<file path="config.mk">
export PLATFORM = sky130hd
export DESIGN_NAME = reg_file
export DESIGN_NICKNAME = d
export VERILOG_FILES = /design/src/rtl/reg_file.sv
export SDC_FILE = /design/constraint.sdc
export NUM_CORES = 2
export LEC_CHECK = 0
export BUFFER_PORTS_ARGS = -buffer_cell sky130_fd_sc_hd__buf_2
export CAP_MARGIN = 20
export CORE_UTILIZATION = 54
export CTS_CLUSTER_DIAMETER = 80
export DETAILED_ROUTE_END_ITERATION = 6
export GPL_TIMING_DRIVEN = 0
export PLACE_DENSITY = 0.7
export RECOVER_POWER = 100
export SYNTH_ARGS = -nofsm -noshare
export SYNTH_HDL_FRONTEND = slang
export SYNTH_SLANG_ARGS = --single-unit
</file>
<file path="constraint.sdc">
create_clock -name clk -period 4.6 [get_ports clk]
set_clock_uncertainty 0.1 [all_clocks]
set_input_delay 0 -clock clk [delete_from_list [all_inputs] [get_ports clk]]
set_output_delay 0 -clock clk [all_outputs]
set_load 0.005 [all_outputs]
</file>
<file path="src/rtl/reg_file.sv">
// MIPS general-purpose register file: two combinational read ports (rs/rt),
// one clocked write port, r0 hardwired to zero, write-to-read bypass so a
// same-cycle writeback is visible to decode.
module reg_file #(
  parameter int WIDTH      = 32,
  parameter int ADDR_WIDTH = 5
) (
  input  logic                  clk,
  input  logic                  rst,
  input  logic                  we,
  input  logic [ADDR_WIDTH-1:0] waddr,
  input  logic [WIDTH-1:0]      wdata,
  input  logic [ADDR_WIDTH-1:0] raddr1,
  output logic [WIDTH-1:0]      rdata1,
  input  logic [ADDR_WIDTH-1:0] raddr2,
  output logic [WIDTH-1:0]      rdata2
);

  localparam int DEPTH = 2 ** ADDR_WIDTH;

  logic [WIDTH-1:0] regs [DEPTH];

  // A write is committed only outside reset and never to r0.
  logic write_ok;
  assign write_ok = we && (waddr != '0);

  // Storage: async active-low clear of every register, clocked writeback.
  always_ff @(posedge clk or negedge rst) begin
    if (!rst) begin
      regs <= '{default: '0};
    end else if (write_ok) begin
      regs[waddr] <= wdata;
    end
  end

  // Read port 1 (rs): reset > r0 > bypass > stored value.
  always_comb begin
    rdata1 = '0;
    if (!rst || raddr1 == '0) begin
      rdata1 = '0;
    end else if (write_ok && waddr == raddr1) begin
      rdata1 = wdata;
    end else begin
      rdata1 = regs[raddr1];
    end
  end

  // Read port 2 (rt): same priority as port 1, fully independent.
  always_comb begin
    rdata2 = '0;
    if (!rst || raddr2 == '0) begin
      rdata2 = '0;
    end else if (write_ok && waddr == raddr2) begin
      rdata2 = wdata;
    end else begin
      rdata2 = regs[raddr2];
    end
  end

endmodule

</file>
==> metrics <==
outcome finished with violations; failing checks design-rule violations, max-capacitance violations, max-slew violations; WP data arrival ~4.2 ns; Synth Cell Area between 0.05 and 0.06 mm²; initial antenna violation count 20; Skew-Pair Late Insertion Delay 0.70 ns; top-count cell post-synth dfrtp_1; setup violators final 0; GR Util All Layers between 30% and 40%; Largest delay share family, worst path buffers and inverters; drt via density around 7.1; setup TNS 0 ns; Starting Density between 50% and 60%; TritonCTS Buffers between 100 and 150; RSZ-0062 raised after global routing no; Adder-Cell Fraction of Synth Area 0%; row cnt ~120; main combinational cell family by area after synthesis multiplexers; Leak Pwr ~27 nW; first-pass GRT wire length roughly 280000 µm; Core Region slightly above 0.1 mm²; CP cell instances dlygate4sd3_1 -> dlygate4sd3_1 -> buf_12 -> buf_16 -> nor4b_2 -> clkbuf_1 -> a221o_1 -> buf_2; CP Max Fanout 154; Pre-antenna DRT Iters 7; placer congestion estimate 1.01; critical path's slowest cell nor4b_2; 1st-iter DRT viols between 5000 and 6000; TritonCTS clock tree yes; Die W ~320 µm; dpl ws about 0.97 ns; clock-pin slew on the worst setup and hold paths about 0.07 ns; post-synthesis compound-gate area fraction 7.93%; met1 wire length ~78000 µm; final worst path period share ~94%; die height between 300 and 400 µm; synthesized net count about 4000; Post-Synth XOR/XNOR Area 0.159%; Seq cells post-synth a little over 1000; post-DR wirelength/cell 35.6 µm; Final Slew Violations 396; Main synth FF type dfrtp_1; Die ar. between 0.1 and 0.15 mm²; Async SR Flop Fraction 100%; Worst Path Required around 4.5 ns; Top Registers regs x1024; max FFs per register a little over 1000; register area share after synthesis between 40% and 50%; f_max between 200 and 250 MHz; Layout area overhead 12.1%; WL met2 roughly 84000 µm; synth unique cells between 40 and 50; Post-synth EDFFs 0; Hold Crit Class input port to flop; DRT Wirelength 200000 µm; IO Count 114; final std cell area, no fill 0.0618 mm²; final hold vios 0; simple-gate share of the synthesized area roughly 1.2%; Synth Area per Inst between 10 and 15 µm²; Routed Antenna Nets 0; Residual DRC 21; Sink Count around 1000; slew margin rel. -117%; Post-DP Area approximately 0.058 mm²; Buf/Inv on CP 6; share of the synthesized area in the top cell type 46.5%; layout cells sized above 1 between 20% and 30%; PortBufs 104; minimum clock period 4.34 ns; post-synth top area cell dfrtp_1; global route overflow 0; CTS root buffer clkbuf_16; YS warnings 0; Setup CP Type input port to output pin; critical path's most frequent cell dlygate4sd3_1; post-synthesis mux area share approximately 40%; top cells by count, synth 1024 x dfrtp_1, 504 x mux2_1, 488 x mux2_2; clock buffer depth 3; synthesized netlist cell count between 3000 and 4000; setup ws final approximately 0.26 ns; H-tree levels 3; worst vdd ir 0.365 mV; post-DP HPWL ~150000 µm; layout net count between 4000 and 5000; pwr dens between 400 and 500 mW/mm²; MaxCap Viol Count 3; Worst path max stage delay ~1.1 ns; Vias roughly 40000; vias in the first global route between 30000 and 40000; met3 wire length about 29000 µm; Largest Register regs; top cells by area, synth dfrtp_1 47%, mux4_2 14%, mux2_1 10%; CP Capture Type output pin; Least-Margin Pin Slew between 3 and 4 ns; crit path launch type input port; pin count of the biggest net entering global routing around 160; Max Used Layer met5
-- per-stage QoR --
step	hold slack, ns	std cells	utilization, %	power (W)
after floorplan	-0.396	3886	-	0.0154
after global routing	0.0841	5607	61.4	0.0279
final	0.0776	5615	61.4	0.0270
after CTS	0.0510	5601	61.5	0.0268
after global placement	0.245	5347	57.0	0.0171
after detailed placement	-0.0552	5360	57.3	0.0174
-- tightest hold or removal path, cell delays in order --
cell and delay [ns]:
dlygate4sd3_1 0.53, buf_2 0.17, mux2_2 0.16
-- layout make-up --
| type | count | area [µm²] |
|---|---|---|
| buffer | 451 | 2020 |
| tap | 1357 | 1700 |
| clock inverter | 40 | 561 |
| sequential | 1024 | 25600 |
| antenna | 11 | 27.5 |
| clock buffer | 159 | 3290 |
| multi-input combinational | 2408 | 27400 |
| timing repair buffer | 162 | 1180 |
| inverter | 3 | 11.3 |
| fill | 7818 | 38800 |
-- path summary, 6_finish.rpt --
kind / from / end / slack [ns] / cells after the start
worst min register to register: regs[1015] / regs[1015] / 0.37 / 1
worst min-delay path: wdata[3] / regs[3] / 0.08 / 3
worst max-delay path: rst / rdata1[19] / 0.26 / 8
worst max register to register: regs[31] / regs[31] / 3.15 / 2
max in group asynchronous: rst / regs[993] / 0.89 / 5
min in group asynchronous: rst / regs[24] / 0.38 / 4
-- metal layers --
layer  GRT usage [%]  vias to the layer above
met3            16.7                      534
met1            53.6                    21000
li1                -                    15700
met5           0.993                        -
met2            54.3                     2561
met4            16.4                       18
-- power by group --
part | total (W) | leakage [nW] | switching (W) | internal (W)
Sequential | 0.0120 | 13.1 | 0.00128 | 0.0107
Clock | 0.00953 | 1.90 | 0.00387 | 0.00566
Combinational | 0.00549 | 12.3 | 0.00269 | 0.00281
-- cells by family after synthesis --
family          after synthesis
mux                        1680
xor+xnor                     10
flops                      1024
simple gates                139
compound gates              579
buf+inv                     454
-- cells in the final DEF (no fill, tap or decap), types with 15 or more instances in the layout --
cell              n
buf_1            15
dfrtp_1        1024
clkinv_2         18
a221oi_1        176
nand2_1          67
a221o_1          64
clkbuf_8         31
a21oi_1          64
a22oi_1         128
clkbuf_1        371
o21bai_1         64
nor2_1           37
mux2_1          505
buf_4            23
mux2_2          487
clkbuf_16       112
buf_6            23
dlygate4sd3_1    41
mux2i_1         352
mux4_2          336
o21ai_0          67
buf_2           139
-- timing repair --
action                                 CTS  global route
endpoints found under the hold margin  887             0
setup buffers                            0             0
hold buffers                            42             0
resized for setup                        0             0
Note: power is estimated with default switching activity, not from simulation.
